### config.mk
export PLATFORM = sky130hd
export DESIGN_NAME = spi_master
export DESIGN_NICKNAME = d
export VERILOG_FILES = /design/src/rtl/spi_pkg.sv /design/src/rtl/spi_master_shift.sv /design/src/rtl/spi_master.sv
export SDC_FILE = /design/constraint.sdc
export NUM_CORES = 1
export LEC_CHECK = 0
export BUFFER_PORTS_ARGS = -buffer_cell sky130_fd_sc_hd__buf_4
export CAP_MARGIN = 20
export CORE_UTILIZATION = 45
export DETAILED_ROUTE_END_ITERATION = 12
export GPL_ROUTABILITY_DRIVEN = 0
export HOLD_SLACK_MARGIN = 0.03
export PLACE_DENSITY = 0.79
export RECOVER_POWER = 50
export SLEW_MARGIN = 25
export SYNTH_ARGS = -nofsm -noshare
export SYNTH_HDL_FRONTEND = slang
export SYNTH_HIERARCHICAL = 1
export SYNTH_SLANG_ARGS = --single-unit
export TNS_END_PERCENT = 100
### constraint.sdc
create_clock -name clk -period 1.7 [get_ports clk]
set_input_delay 0.34 -clock clk [delete_from_list [all_inputs] [get_ports clk]]
set_output_delay 0.34 -clock clk [all_outputs]
set_load 0.01 [all_outputs]
### src/rtl/spi_pkg.sv
// Shared definitions for the SPI master: command codes, frame sizes, FSM states.
package spi_pkg;

  localparam int unsigned FRAME_BITS = 10;
  localparam int unsigned DATA_BITS  = 8;
  localparam int unsigned CMD_BITS   = 2;
  localparam int unsigned CNT_W      = 4;

  localparam logic [CMD_BITS-1:0] CMD_WR_ADDR = 2'b00;
  localparam logic [CMD_BITS-1:0] CMD_WR_DATA = 2'b01;
  localparam logic [CMD_BITS-1:0] CMD_RD_ADDR = 2'b10;
  localparam logic [CMD_BITS-1:0] CMD_RD_DATA = 2'b11;

  // One request as it goes out on MOSI, MSB first.
  typedef struct packed {
    logic [CMD_BITS-1:0]  cmd;
    logic [DATA_BITS-1:0] data;
  } frame_t;

  typedef enum logic [2:0] {
    ST_IDLE,
    ST_START,
    ST_ROUTE,
    ST_SHIFT,
    ST_WAIT,
    ST_CAPTURE,
    ST_END
  } state_e;

endpackage

### src/rtl/spi_master_shift.sv
// Datapath for the SPI master: parallel-load MOSI shifter and MISO capture shifter.
module spi_master_shift
  import spi_pkg::*;
(
  input  logic                 clk,
  input  logic                 rst_n,
  input  logic                 load,
  input  frame_t               load_val,
  input  logic                 shift_en,
  input  logic                 cap_en,
  input  logic                 miso,
  output logic                 tx_msb,
  output logic [DATA_BITS-1:0] rx_byte
);

  logic [FRAME_BITS-1:0] tx_q;

  assign tx_msb = tx_q[FRAME_BITS-1];

  // Transmit shifter: load a whole frame, then move it out MSB first.
  always_ff @(posedge clk) begin
    if (!rst_n) begin
      tx_q <= '0;
    end else if (load) begin
      tx_q <= load_val;
    end else if (shift_en) begin
      tx_q <= {tx_q[FRAME_BITS-2:0], 1'b0};
    end
  end

  // Receive shifter: MISO enters at the LSB, so the first bit ends up as the MSB.
  always_ff @(posedge clk) begin
    if (!rst_n) begin
      rx_byte <= '0;
    end else if (cap_en) begin
      rx_byte <= {rx_byte[DATA_BITS-2:0], miso};
    end
  end

endmodule

### src/rtl/spi_master.sv
// SPI initiator: serialises 2-bit command + 8-bit payload frames on the shared clk,
// and returns the MISO reply byte for read-data commands.
// Optional build macro SPI_MASTER_AUTO_RD_EN: a read-addr request is followed
// automatically by a read-data frame before returning to idle.
module spi_master
  import spi_pkg::*;
#(
  parameter int unsigned RD_WAIT = 3,
  parameter int unsigned END_GAP = 2
) (
  input  logic                 clk,
  input  logic                 rst_n,
  input  logic                 cmd_valid,
  output logic                 cmd_ready,
  input  logic [CMD_BITS-1:0]  cmd,
  input  logic [DATA_BITS-1:0] cmd_data,
  output logic                 rd_valid,
  output logic [DATA_BITS-1:0] rd_data,
  output logic                 busy,
  output logic                 SS_n,
  output logic                 MOSI,
  input  logic                 MISO
);

  state_e              state_q, state_d;
  logic [CNT_W-1:0]    cnt_q, cnt_d;
  logic [CMD_BITS-1:0] cmd_q, cmd_d;
  logic                ss_n_d, mosi_d, rd_valid_d;
  logic                load, shift_en, cap_en, tx_msb;
  frame_t              load_val;

  assign cmd_ready = (state_q == ST_IDLE);
  assign busy      = (state_q != ST_IDLE);

  spi_master_shift u_shift (
    .clk      (clk),
    .rst_n    (rst_n),
    .load     (load),
    .load_val (load_val),
    .shift_en (shift_en),
    .cap_en   (cap_en),
    .miso     (MISO),
    .tx_msb   (tx_msb),
    .rx_byte  (rd_data)
  );

  // Next state and next output values; outputs describe the state being entered.
  always_comb begin
    state_d       = state_q;
    cnt_d         = cnt_q;
    cmd_d         = cmd_q;
    ss_n_d        = 1'b1;
    mosi_d        = 1'b0;
    rd_valid_d    = 1'b0;
    load          = 1'b0;
    shift_en      = 1'b0;
    cap_en        = 1'b0;
    load_val.cmd  = cmd;
    load_val.data = cmd_data;

    case (state_q)
      ST_IDLE: begin
        if (cmd_valid) begin
          state_d = ST_START;
          cmd_d   = cmd;
          load    = 1'b1;
          ss_n_d  = 1'b0;
        end
      end
      ST_START: begin
        state_d = ST_ROUTE;
        ss_n_d  = 1'b0;
        mosi_d  = cmd_q[1];
      end
      ST_ROUTE: begin
        state_d  = ST_SHIFT;
        cnt_d    = CNT_W'(FRAME_BITS - 1);
        ss_n_d   = 1'b0;
        mosi_d   = tx_msb;
        shift_en = 1'b1;
      end
      ST_SHIFT: begin
        if (cnt_q != '0) begin
          cnt_d    = cnt_q - CNT_W'(1);
          ss_n_d   = 1'b0;
          mosi_d   = tx_msb;
          shift_en = 1'b1;
        end else if (cmd_q == CMD_RD_DATA) begin
          state_d = ST_WAIT;
          cnt_d   = CNT_W'(RD_WAIT - 1);
          ss_n_d  = 1'b0;
        end else begin
          state_d = ST_END;
          cnt_d   = CNT_W'(END_GAP - 1);
        end
      end
      ST_WAIT: begin
        ss_n_d = 1'b0;
        if (cnt_q != '0) begin
          cnt_d = cnt_q - CNT_W'(1);
        end else begin
          state_d = ST_CAPTURE;
          cnt_d   = CNT_W'(DATA_BITS - 1);
        end
      end
      ST_CAPTURE: begin
        cap_en = 1'b1;
        if (cnt_q != '0) begin
          cnt_d  = cnt_q - CNT_W'(1);
          ss_n_d = 1'b0;
        end else begin
          state_d    = ST_END;
          cnt_d      = CNT_W'(END_GAP - 1);
          rd_valid_d = 1'b1;
        end
      end
      ST_END: begin
        if (cnt_q != '0) begin
          cnt_d = cnt_q - CNT_W'(1);
        end else begin
`ifdef SPI_MASTER_AUTO_RD_EN
          if (cmd_q == CMD_RD_ADDR) begin
            state_d       = ST_START;
            cmd_d         = CMD_RD_DATA;
            load          = 1'b1;
            load_val.cmd  = CMD_RD_DATA;
            load_val.data = '0;
            ss_n_d        = 1'b0;
          end else begin
            state_d = ST_IDLE;
          end
`else
          state_d = ST_IDLE;
`endif
        end
      end
      default: state_d = ST_IDLE;
    endcase
  end

  // State, counter and registered outputs.
  always_ff @(posedge clk) begin
    if (!rst_n) begin
      state_q  <= ST_IDLE;
      cnt_q    <= '0;
      cmd_q    <= '0;
      SS_n     <= 1'b1;
      MOSI     <= 1'b0;
      rd_valid <= 1'b0;
    end else begin
      state_q  <= state_d;
      cnt_q    <= cnt_d;
      cmd_q    <= cmd_d;
      SS_n     <= ss_n_d;
      MOSI     <= mosi_d;
      rd_valid <= rd_valid_d;
    end
  end

endmodule

Yosys cells after proc, flatten, opt, wreduce, memory -nomap -nowiden
Index checks and enable logic that the tools add are counted.
{"block": "word_totals", "register_bits": 30, "input_bits": 14, "output_inout_bits": 13, "elab_cells": 59}
{"block": "classes", "n_mux": 27, "n_addsub": 1, "n_reduce_logical": 10, "n_eq_ne": 13}
{"cell": "one-hot mux 3 bit (7 select lines)", "n": 1}
{"cell": "two-way mux 10 bit", "n": 2}
{"cell": "one-hot mux 4 bit (5 select lines)", "n": 1}
{"cell": "two-way mux 4 bit", "n": 4}
{"cell": "two-way mux 3 bit", "n": 5}
{"cell": "inequality test 2 bit, second input constant", "n": 6}
{"cell": "equality test 3 bit, second input constant", "n": 3}
{"cell": "two-way mux 1 bit", "n": 9}
{"cell": "equality test 3 x 2 -> 1 bit, second input constant", "n": 2}
{"cell": "AND reduction 2 bit", "n": 3}
{"cell": "AND reduction 5 bit", "n": 1}
{"cell": "nonzero test 5 bit", "n": 1}
{"cell": "two-way mux 2 bit", "n": 2}
{"cell": "one-hot mux 1 bit (4 select lines)", "n": 1}
{"cell": "nonzero test 4 bit", "n": 1}
{"cell": "subtractor 4 x 1 -> 4 bit, second input constant", "n": 1}
{"cell": "equality test 3 x 1 -> 1 bit, second input constant", "n": 1}
{"cell": "zero test 3 bit", "n": 1}
{"cell": "one-hot mux 1 bit (3 select lines)", "n": 1}
{"cell": "nonzero test 3 bit", "n": 1}
{"cell": "OR reduction 3 bit", "n": 1}
{"cell": "equality test 2 bit, second input constant", "n": 1}
{"cell": "one-hot mux 1 bit (2 select lines)", "n": 1}
{"cell": "nonzero test 2 bit", "n": 1}

Depth between registers and ports, before layout
Gate-level depths: netlist of the first run.
{"block": "depth", "depth_word": 5, "mapped_depth": 9, "ltp_nobuf": 6}

By module
The synthesis of the first run kept the hierarchy.
{"mod": "spi_master_shift", "seq_area_each_um2": 360.3, "area_each_um2": 789.5, "cells_per_inst": 69, "n_inst": 1}
{"mod": "spi_master", "seq_area_each_um2": 240.2, "area_each_um2": 772.0, "cells_per_inst": 95, "n_inst": 1}

Worst setup path after synthesis of the first run
OpenSTA, ideal clock, no wires.
{"block": "synth_timing", "path_kind": "reg-to-reg", "start": "register state_q[1]", "end": "register u_shift.tx_q[0]", "n_path_buf": 4, "arrival_time_ps": 1677, "path_stages_with_launch": 10, "slack_ps": -47, "setup_ps": 70, "synth_period_minus_slack_ps": 1747, "t_required_ps": 1630, "path_cell_list": "dfxtp_1 buf_2 or3_4 inv_2 and2_1 buf_4 buf_2 buf_2 nand2_1 a21boi_1"}
{"block": "synth_between", "elab_chain_cells": 3, "elab_cells_between_ends": 7, "classes_between": "2 x eq/ne; 3 x mux; 2 x reduce/logical"}
{"element": "start: declaration", "line": "spi_master.sv:25", "text": "state_e state_q, state_d;"}
{"element": "start signal: assignment", "line": "spi_master.sv:151", "text": "state_q <= state_d;"}
{"element": "zero test 3 bit *"}
{"element": "via cmd_ready", "line": "spi_master.sv:14", "text": "output logic cmd_ready,"}
{"element": "two-way mux 1 bit *", "line": "spi_master.sv:61", "text": "case (state_q)"}
{"element": "via load", "line": "spi_master.sv:29", "text": "logic load, shift_en, cap_en, tx_msb;"}
{"element": "two-way mux 10 bit or nonzero test 2 bit (tied branches)"}
{"element": "end signal: assignment", "line": "spi_master_shift.sv:25", "text": "tx_q <= load_val;"}
{"element": "end signal: assignment", "line": "spi_master_shift.sv:27", "text": "tx_q <= {tx_q[FRAME_BITS-2:0], 1'b0};"}
{"element": "end: declaration", "line": "spi_master_shift.sv:16", "text": "logic [FRAME_BITS-1:0] tx_q;"}
The timed path passes the listed nets; every way through them passes the cells marked *.
A chain may end at the register's enable or synchronous reset.

Final worst setup path of the first run
{"block": "layout_timing", "start": "register cnt_q[0]", "end": "register cnt_q[1]"}
{"block": "layout_between", "elab_chain_cells": 3, "elab_cells_between_ends": 9, "classes_between": "1 x add/sub; 1 x eq/ne; 5 x mux; 2 x reduce/logical"}
{"element": "start: declaration", "line": "spi_master.sv:26", "text": "logic [CNT_W-1:0] cnt_q, cnt_d;"}
{"element": "start signal: assignment", "line": "spi_master.sv:152", "text": "cnt_q <= cnt_d;"}
{"element": "subtractor 4 x 1 -> 4 bit or nonzero test 4 bit (tied branches)"}
{"element": "two-way mux 4 bit (tied with other cells)", "line": "spi_master.sv:118", "text": "if (cnt_q != '0) begin"}
{"element": "one-hot mux 4 bit (5 select lines) or AND reduction 2 bit (tied branches)"}
Parallel ways exist; a longest one is shown, timed or not. The select of a mux whose other input is x is not followed.

==> results of run 1 <==
==> stage by stage <==
stage                     std cells  cell area, um^2  setup WS [ps]  util [%]  TNS (ps)
after global routing            249             1964         -3.987     58.87    -3.987
after global placement          240             1886         -17.70     56.51    -100.9
after floorplan                 164             1565         -7.346         -    -7.346
after CTS                       247             1981          6.092     59.36         0
final                           249             1964          81.39     58.87         0
after detailed placement        240             1886         -98.87     56.51    -826.5
==> cells by family after synthesis <==
family	Yosys count	share of synthesized area, %
muxes	19	12.90
and+or+nand+nor	54	21.88
AOI/OAI and AO/OA	41	19.31
adders and majority gates	3	2.243
DFF	30	38.46
buffers and inverters	17	5.208
==> final cells by class <==
class | instances | area (um^2) | area share [%]
Multi-Input combinational cell | 117 | 910.9 | 46.37
Sequential cell | 30 | 603.1 | 30.70
Timing Repair Buffer | 44 | 292.8 | 14.90
Tap cell | 46 | 57.56 | 2.930
Clock buffer | 6 | 51.30 | 2.611
Clock inverter | 1 | 30.03 | 1.529
Inverter | 5 | 18.77 | 0.9554
==> worst max-delay path, delay by kind of cell, from the launching register on <==
| family | cells | cell delay [ps] |
|---|---|---|
| adders and majority gates | 1 | 270 |
| AOI/OAI and AO/OA | 3 | 650 |
| DFF | 1 | 340 |
| buffers and inverters | 3 | 240 |
==> routing by layer <==
| metal | vias to the layer above | global-route usage, % |
|---|---|---|
| met5 | - | 0 |
| met4 | 0 | 11.04 |
| met3 | 12 | 7.889 |
| met2 | 61 | 28.89 |
| met1 | 633 | 22.66 |
| li1 | 662 | - |
==> how the worst max path moves through the flow <==
stage	start	endpoint	slack, ps
floorplan	state_q[1]	u_shift/tx_q[0]	-7
global placement	cnt_q[0]	u_shift/tx_q[9]	-20
detailed placement	cnt_q[1]	u_shift/tx_q[7]	-100
CTS	cnt_q[0]	cnt_q[1]	6
global route	cnt_q[1]	cnt_q[1]	-4
finish	cnt_q[0]	cnt_q[1]	80
==> power groups by stage <==
| stage | combinational [uW] | clock [uW] | sequential [uW] |
|---|---|---|---|
| floorplan | 473 | 0 | 841 |
| global placement | 695 | 0 | 839 |
| detailed placement | 725 | 0 | 842 |
| CTS | 744 | 606 | 828 |
| global route | 872 | 642 | 838 |
| finish | 814 | 589 | 829 |
==> cells in the mapped netlist (all sizes together), types with 3 or more instances <==
master / n
o211a: 10
clkbuf: 5
inv: 5
o21ai: 7
a211oi: 3
mux2: 9
nor3b: 3
nor2b: 13
a21boi: 4
a21oi: 6
buf: 7
mux2i: 10
dfxtp: 30
nand2: 9
nand2b: 10
nor2: 4
==> timing repair <==
action	4_1_cts	5_1_grt
setup endpoints to repair	14	13
pin swaps	0	5
setup buffers	0	3
resized for setup	5	9
hold buffers	0	0
==> sequential cells by signal, summed over array words and instances, names as in the netlist <==
name             flops
MOSI                 1
SS_n                 1
cmd_q                2
cnt_q                4
rd_valid             1
state_q              3
u_shift/rx_byte      8
u_shift/tx_q        10
==> impl_metrics.env, run 1 <==
export IMPL_p_int_uw=1543
export IMPL_viasPerCell=5.494
export IMPL_synth_cell_area_um2=1561
export IMPL_peakVddDrop_v=0.0004793
export IMPL_grt_pass1_vias=1128
export IMPL_holdPathStages=2
export IMPL_fmax_ghz=0.6178
export IMPL_slowest_delay_ps=400
export IMPL_min_from="cmd_valid"
export IMPL_finalCritPeriodShare_pct=95.21
export IMPL_leakagePower_uw=0.0008397
export IMPL_syn_inst=164
export IMPL_grt_pass1_wl_mm=5.064
export IMPL_most_common_layout_cells="buf_4 (29), dfxtp_1 (28), nor2b_1 (13)"
export IMPL_hold_path_class="in -> reg"
export IMPL_finalHoldViolCount=0
export IMPL_pin_count=27
export IMPL_critical_path_class="reg -> reg"
export IMPL_die_area_um2=3709
export IMPL_path_cells="inv_2 -> buf_4 -> ha_1 -> inv_1 -> o211ai_1 -> a21oi_1 -> o41a_1"
export IMPL_met1_length_mm=1.455
export IMPL_r2r_start="cnt_q[0]"
export IMPL_cts_tree="done"
export IMPL_cp_max_fo=3
export IMPL_grt_max_degree=31
export IMPL_comb_power_share_pct=36.5
export IMPL_firstDrtPassIters=4
export IMPL_status="finished, final reports clean"
export IMPL_slowest_stage="o41a_1"
export IMPL_p_sw_uw=689.3
export IMPL_yosysTopAreaCell="dfxtp_1"
export IMPL_drive_gt1_share_pct=31.03
export IMPL_core_um2=3337
export IMPL_wl_met3_um=249
export IMPL_highest_layer="met4"
export IMPL_start_util_pct=46.79
export IMPL_rows=21
export IMPL_end_kind="flop"
export IMPL_clkLatencyLatePin_ps=340
export IMPL_synth_edff_count=0
export IMPL_grt_overflow_total=0
export IMPL_reg2reg_slack_ps=80
export IMPL_clock_skew_final_ps=11.39
export IMPL_routed_wl_mm=3.398
export IMPL_n_fill_cell=301
export IMPL_r2r_end="cnt_q[1]"
export IMPL_synthFlopType="dfxtp_1"
export IMPL_power_uw=2232
export IMPL_yosysTopAreaCellShare_pct=38.46
export IMPL_clkSlewWorstSetupHoldPaths_ps=100
export IMPL_hold_slack_ps=262.3
export IMPL_syn_nets=180
export IMPL_wl_per_cell_um=13.65
export IMPL_cts_buffer_depth=2
export IMPL_drc=0
export IMPL_netlist_top_cells_area="dfxtp_1 (38%), mux2_2 (6.5%), mux2i_1 (6.4%)"
export IMPL_r2r_cells=7
export IMPL_synth_sequential_area_ratio_pct=38.46
export IMPL_critPathLaunchType="flop"
export IMPL_die_y_um=60.91
export IMPL_yosys_warnings=6
export IMPL_clock_sinks=30
export IMPL_root_buffer="clkbuf_4"
export IMPL_wl_met2_mm=1.604
export IMPL_clockPowerShare_pct=26.4
export IMPL_p_sw_share_pct=30.88
export IMPL_tightest_slew_ps=273.3
export IMPL_drt_iter0_markers=57
export IMPL_cts_buffers=5
export IMPL_setup_violations=0
export IMPL_report_final_slew_viol_count=0
export IMPL_power_density_nw_per_um2=1136
export IMPL_fin_nets=219
export IMPL_cts_max_level=2
export IMPL_area_delta_synth_final_pct=25.80
export IMPL_maxCapViolCount=0
export IMPL_grtUsageTotal_pct=19.05
export IMPL_final_common_cell="buf_4"
export IMPL_syn_avg_cell_area_um2=9.521
export IMPL_required_ps=1930
export IMPL_portBuffers=26
export IMPL_pwr_share_seq_pct=37.2
export IMPL_dp_hpwl_mm=2.300
export IMPL_fin_crit_ps=1619
export IMPL_hold_end="SS_n"
export IMPL_crit_arrival_ps=1850
export IMPL_die_width_um=60.91
export IMPL_slew_headroom_pct=81.78
export IMPL_vias=1368
export IMPL_yosysUniqueCellTypes=44
export IMPL_synth_seq_cells=30
export IMPL_async_flop_share_pct=0
export IMPL_ant_nets=0
export IMPL_antenna_found_initial=0
export IMPL_antenna_cells=0
(Power assumes the default switching activity.)
==> run 2: changes to the inputs <==
--- a/config.mk
+++ b/config.mk
@@ -7,11 +7,11 @@
 export LEC_CHECK = 0
 export BUFFER_PORTS_ARGS = -buffer_cell sky130_fd_sc_hd__buf_4
 export CAP_MARGIN = 20
-export CORE_UTILIZATION = 45
+export CORE_UTILIZATION = 40
 export DETAILED_ROUTE_END_ITERATION = 12
 export GPL_ROUTABILITY_DRIVEN = 0
 export HOLD_SLACK_MARGIN = 0.03
-export PLACE_DENSITY = 0.79
+export PLACE_DENSITY = 0.72
 export RECOVER_POWER = 50
 export SLEW_MARGIN = 25
 export SYNTH_ARGS = -nofsm -noshare
==> impl_metrics.env, run 2 (same netlist as run 1, synthesis figures left out) <==
export IMPL_clock_sinks=30
export IMPL_ant_nets=0
export IMPL_post_cts_buffers=0
export IMPL_report_final_slew_viol_count=0
export IMPL_vias=1318
export IMPL_dp_slack_ps=-93.47
export IMPL_drc=0
export IMPL_rows=22
export IMPL_setup_violations=0
export IMPL_clkSlewWorstSetupHoldPaths_ps=60
export IMPL_area_delta_synth_final_pct=29.65
export IMPL_most_common_layout_cells="dfxtp_1 (28), buf_4 (28), nor2b_1 (13)"
export IMPL_drive_gt1_share_pct=31.03
export IMPL_slew_headroom_pct=82.66
export IMPL_finalCritPeriodShare_pct=95.84
export IMPL_power_density_nw_per_um2=1235
export IMPL_critPathLaunchType="flop"
export IMPL_grtUsageTotal_pct=17.81
export IMPL_firstDrtPassIters=4
export IMPL_finalHoldViolCount=0
export IMPL_cts_buffers=5
export IMPL_hold_slack_ps=323.5
export IMPL_critical_path_class="reg -> reg"
export IMPL_routed_wl_mm=3.470
export IMPL_die_width_um=64.48
export IMPL_antenna_found_initial=0
export IMPL_tightest_slew_ps=257.4
export IMPL_largest_reg_flops=10
export IMPL_die_y_um=64.48
export IMPL_reg_top3="u_shift/tx_q x10, u_shift/rx_byte x8, cnt_q x4"
export IMPL_crit_arrival_ps=1800
export IMPL_cp_max_fo=3
export IMPL_hold_path_class="in -> reg"
export IMPL_grt_max_degree=31
export IMPL_required_ps=1870
export IMPL_core_um2=3716
export IMPL_regMostFlops="u_shift/tx_q"
export IMPL_cts_buffer_depth=2
export IMPL_dp_hpwl_mm=2.391
export IMPL_clock_skew_final_ps=5.313
export IMPL_pin_count=27
export IMPL_fin_crit_ps=1629
export IMPL_fmax_ghz=0.6138
export IMPL_leakagePower_uw=0.0008655
export IMPL_cts_max_level=2
export IMPL_n_fill_cell=352
export IMPL_drt_iter0_markers=64
export IMPL_portBuffers=26
export IMPL_start_util_pct=42.02
export IMPL_die_area_um2=4158
export IMPL_wl_per_cell_um=13.82
export IMPL_grt_pass1_wl_mm=5.692
export IMPL_fin_nets=218
export IMPL_viasPerCell=5.251
export IMPL_root_buffer="clkbuf_8"
export IMPL_setup_ws_ps=70.77
export IMPL_grt_overflow_total=0
export IMPL_maxCapViolCount=0
export IMPL_peakVddDrop_v=0.0008981
export IMPL_grt_pass1_vias=1289
export IMPL_antenna_cells=0
export IMPL_cts_tree="done"
export IMPL_status="finished, final reports clean"
export IMPL_clkLatencyLatePin_ps=290
export IMPL_end_kind="flop"
## run 2: critical path, stage by stage, from the launching register on
cell,delay [ps]
dfxtp_2,330
inv_2,70
ha_4,130
buf_4,110
nor3b_4,220
nor2_2,90
and3_1,170
o41a_1,400
## run 2: area by class of cell
cell class	instances	area (um^2)	area share, %
multi-input cells	117	908.4	44.87
clock buffers	6	82.58	4.079
flip-flops and latches	30	603.1	29.79
inverters	5	18.77	0.9271
repair buffers	43	291.5	14.40
clock inverters	2	60.06	2.967
well taps	48	60.06	2.967
## run 2: layer usage
layer | global-route usage (%) | routed length, um | vias up
li1 | - | - | 662
met1 | 21.87 | 1580 | 608
met2 | 27.89 | 1634 | 42
met3 | 4.754 | 200 | 6
met4 | 10.28 | 55 | 0
met5 | 0 | 0 | -
## run 2: per-stage QoR
stage | power, uW | cell area (um^2) | TNS, ps | utilization (%) | std cells
after detailed placement | 1572 | 1896 | -746.5 | 51.01 | 243
after global routing | 2629 | 2024 | -3.330 | 54.48 | 251
after CTS | 2480 | 2043 | 0 | 54.98 | 251
after global placement | 1547 | 1896 | -224.7 | 51.01 | 243
final | 2501 | 2024 | 0 | 54.48 | 251
after floorplan | 1314 | 1565 | -7.346 | - | 164
## run 2: what timing repair did
item,4_1_cts,5_1_grt
setup endpoints to repair,11,8
endpoints found under the hold margin,0,0
pin swaps,1,6
hold buffers,0,0
resized for setup,3,9
## run 2: final timing paths
check	from	endpoint	slack (ps)	cells after the start
setup / recovery	cnt_q[1]	cnt_q[1]	70	7
hold reg to reg	u_shift/rx_byte[7]	u_shift/rx_byte[7]	540	2
hold / removal	MISO	u_shift/rx_byte[0]	320	3
setup reg to reg	cnt_q[1]	cnt_q[1]	70	7
## run 2: where the power goes
group          switching (uW)  internal (uW)  total [uW]
Combinational             375            393         768
Sequential               51.5            782         834
Clock                     274            625         899
Total                     701           1800        2500
==> run 3: changes to the inputs <==
--- a/config.mk
+++ b/config.mk
@@ -7,11 +7,11 @@
 export LEC_CHECK = 0
 export BUFFER_PORTS_ARGS = -buffer_cell sky130_fd_sc_hd__buf_4
 export CAP_MARGIN = 20
-export CORE_UTILIZATION = 40
+export CORE_UTILIZATION = 49
 export DETAILED_ROUTE_END_ITERATION = 12
 export GPL_ROUTABILITY_DRIVEN = 0
 export HOLD_SLACK_MARGIN = 0.03
-export PLACE_DENSITY = 0.72
+export PLACE_DENSITY = 0.84
 export RECOVER_POWER = 50
 export SLEW_MARGIN = 25
 export SYNTH_ARGS = -nofsm -noshare
==> impl_metrics.env, run 3 (same netlist as run 1, synthesis figures left out) <==
export IMPL_largest_reg_flops=10
export IMPL_power_density_nw_per_um2=1058
export IMPL_rows=20
export IMPL_root_buffer="clkbuf_4"
export IMPL_dp_hpwl_mm=2.449
export IMPL_hold_slack_ps=271.3
export IMPL_start_util_pct=51.57
export IMPL_antenna_cells=0
export IMPL_peakVddDrop_v=0.0005680
export IMPL_setup_violations=0
export IMPL_area_delta_synth_final_pct=26.84
export IMPL_crit_arrival_ps=1870
export IMPL_maxCapViolCount=0
export IMPL_n_fill_cell=245
export IMPL_fmax_ghz=0.6091
export IMPL_finalCritPeriodShare_pct=96.57
export IMPL_multi_input_area_um2=910.9
export IMPL_portBuffers=26
export IMPL_drc=0
export IMPL_core_um2=3028
export IMPL_grt_max_degree=31
export IMPL_required_ps=1930
export IMPL_most_common_layout_cells="buf_4 (31), dfxtp_1 (27), nor2b_1 (13), clkbuf_1 (13)"
export IMPL_slew_headroom_pct=81.74
export IMPL_final_common_cell="buf_4"
export IMPL_path_buf_inv=3
export IMPL_grt_pass1_wl_mm=5.540
export IMPL_hold_path_class="in -> reg"
export IMPL_drt_iter0_markers=38
export IMPL_path_cells="inv_2 -> ha_4 -> buf_6 -> nor3b_4 -> buf_4 -> nand3_1 -> a21oi_1 -> o41a_1"
export IMPL_die_y_um=58.45
export IMPL_cts_buffers=5
export IMPL_firstDrtPassIters=6
export IMPL_grt_pass1_vias=1252
export IMPL_cts_max_level=2
export IMPL_tns_ps=0
export IMPL_viasPerCell=5.434
export IMPL_cts_buffer_depth=2
export IMPL_vias=1364
export IMPL_antenna_found_initial=0
export IMPL_grt_overflow_total=0
export IMPL_regMostFlops="u_shift/tx_q"
export IMPL_die_area_um2=3416
export IMPL_critPathLaunchType="flop"
export IMPL_die_width_um=58.45
export IMPL_status="finished, final reports clean"
export IMPL_clkSlewWorstSetupHoldPaths_ps=110
export IMPL_dpl_cell_count=242
export IMPL_report_final_slew_viol_count=0
export IMPL_end_kind="flop"
export IMPL_routed_wl_mm=3.524
export IMPL_reg_top3="u_shift/tx_q x10, u_shift/rx_byte x8, cnt_q x4"
export IMPL_grtUsageTotal_pct=21.59
export IMPL_pin_count=27
export IMPL_slowest_stage="o41a_1"
export IMPL_clock_sinks=30
export IMPL_tightest_slew_ps=274.0
export IMPL_rsz0062_at_grt="yes"
export IMPL_cp_max_fo=6
export IMPL_slowest_delay_ps=370
export IMPL_cp_top_family="compound AO/OA/AOI/OAI gates"
export IMPL_clkLatencyLatePin_ps=340
export IMPL_clock_skew_final_ps=15.60
export IMPL_cts_tree="done"
export IMPL_fin_crit_ps=1642
export IMPL_critical_path_class="reg -> reg"
export IMPL_finalHoldViolCount=0
export IMPL_seq_area_um2=604.3
export IMPL_ant_nets=0
export IMPL_drive_gt1_share_pct=32.37
export IMPL_leakagePower_uw=0.0008569
export IMPL_fin_cells=251
export IMPL_power_uw=2095
export IMPL_wl_per_cell_um=14.04
export IMPL_fin_nets=222
-- run 3: changes by cell type in the layout (fill, tap and decap cells not counted), sizes merged --
| cell | previous run | this run |
|---|---|---|
| buf | 30 | 35 |
| bufinv | 2 | 0 |
| clkinv | 0 | 1 |
-- run 3: stage by stage --
stage / utilization (%) / instance area [um^2] / setup slack (ps)
finish: 65.41 / 1981 / 58.27
global placement: 63.18 / 1913 / -31.56
global route: 65.41 / 1981 / -20.80
detailed placement: 63.18 / 1913 / -111.7
floorplan: - / 1565 / -7.346
CTS: 65.74 / 1991 / 0.6148
-- run 3: path summary, 6_finish.rpt --
| path | slack [ps] | from | end | cells after the start |
|---|---|---|---|---|
| max | 60 | cnt_q[1] | cnt_q[1] | 8 |
| min reg2reg | 540 | u_shift/rx_byte[3] | u_shift/rx_byte[3] | 2 |
| min | 270 | MISO | u_shift/rx_byte[0] | 3 |
| max reg2reg | 60 | cnt_q[1] | cnt_q[1] | 8 |
-- run 3: worst min-delay path: cells and delay by family --
kind / cells / cell delay [ps]
simple gates: 1 / 90
buf+inv: 1 / 80
mux: 1 / 50
-- run 3: what timing repair did --
item,CTS,global route
resized for setup,7,8
buffers inserted,1,0
hold endpoints to repair,0,0
pin swaps,2,2
endpoints found under the setup margin,14,17
gates cloned,0,0
hold buffers,0,0
-- run 3: area by class of cell --
type	count	area share, %
Timing Repair Buffer	47	16.74
Sequential cell	30	30.51
Inverter	5	0.9476
Clock buffer	7	2.780
Tap cell	44	2.780
Multi-Input combinational cell	117	45.99
Clock inverter	1	0.2527
-- run 3: per-layer routing --
| metal | vias up | wire (um) | track usage, % |
|---|---|---|---|
| met5 | - | 0 | 0 |
| met4 | 0 | 9 | 6.463 |
| met3 | 2 | 184 | 7.692 |
| met2 | 49 | 1761 | 36.29 |
| met1 | 645 | 1568 | 25.96 |
| li1 | 668 | - | - |
-- run 3: where the power goes --
group / leakage [uW] / internal [uW] / switching (uW)
sequential: 0.000247 / 782 / 54.1
combinational: 0.000575 / 420 / 386
clock: 0.0000353 / 200 / 252
total: 0.000857 / 1400 / 692
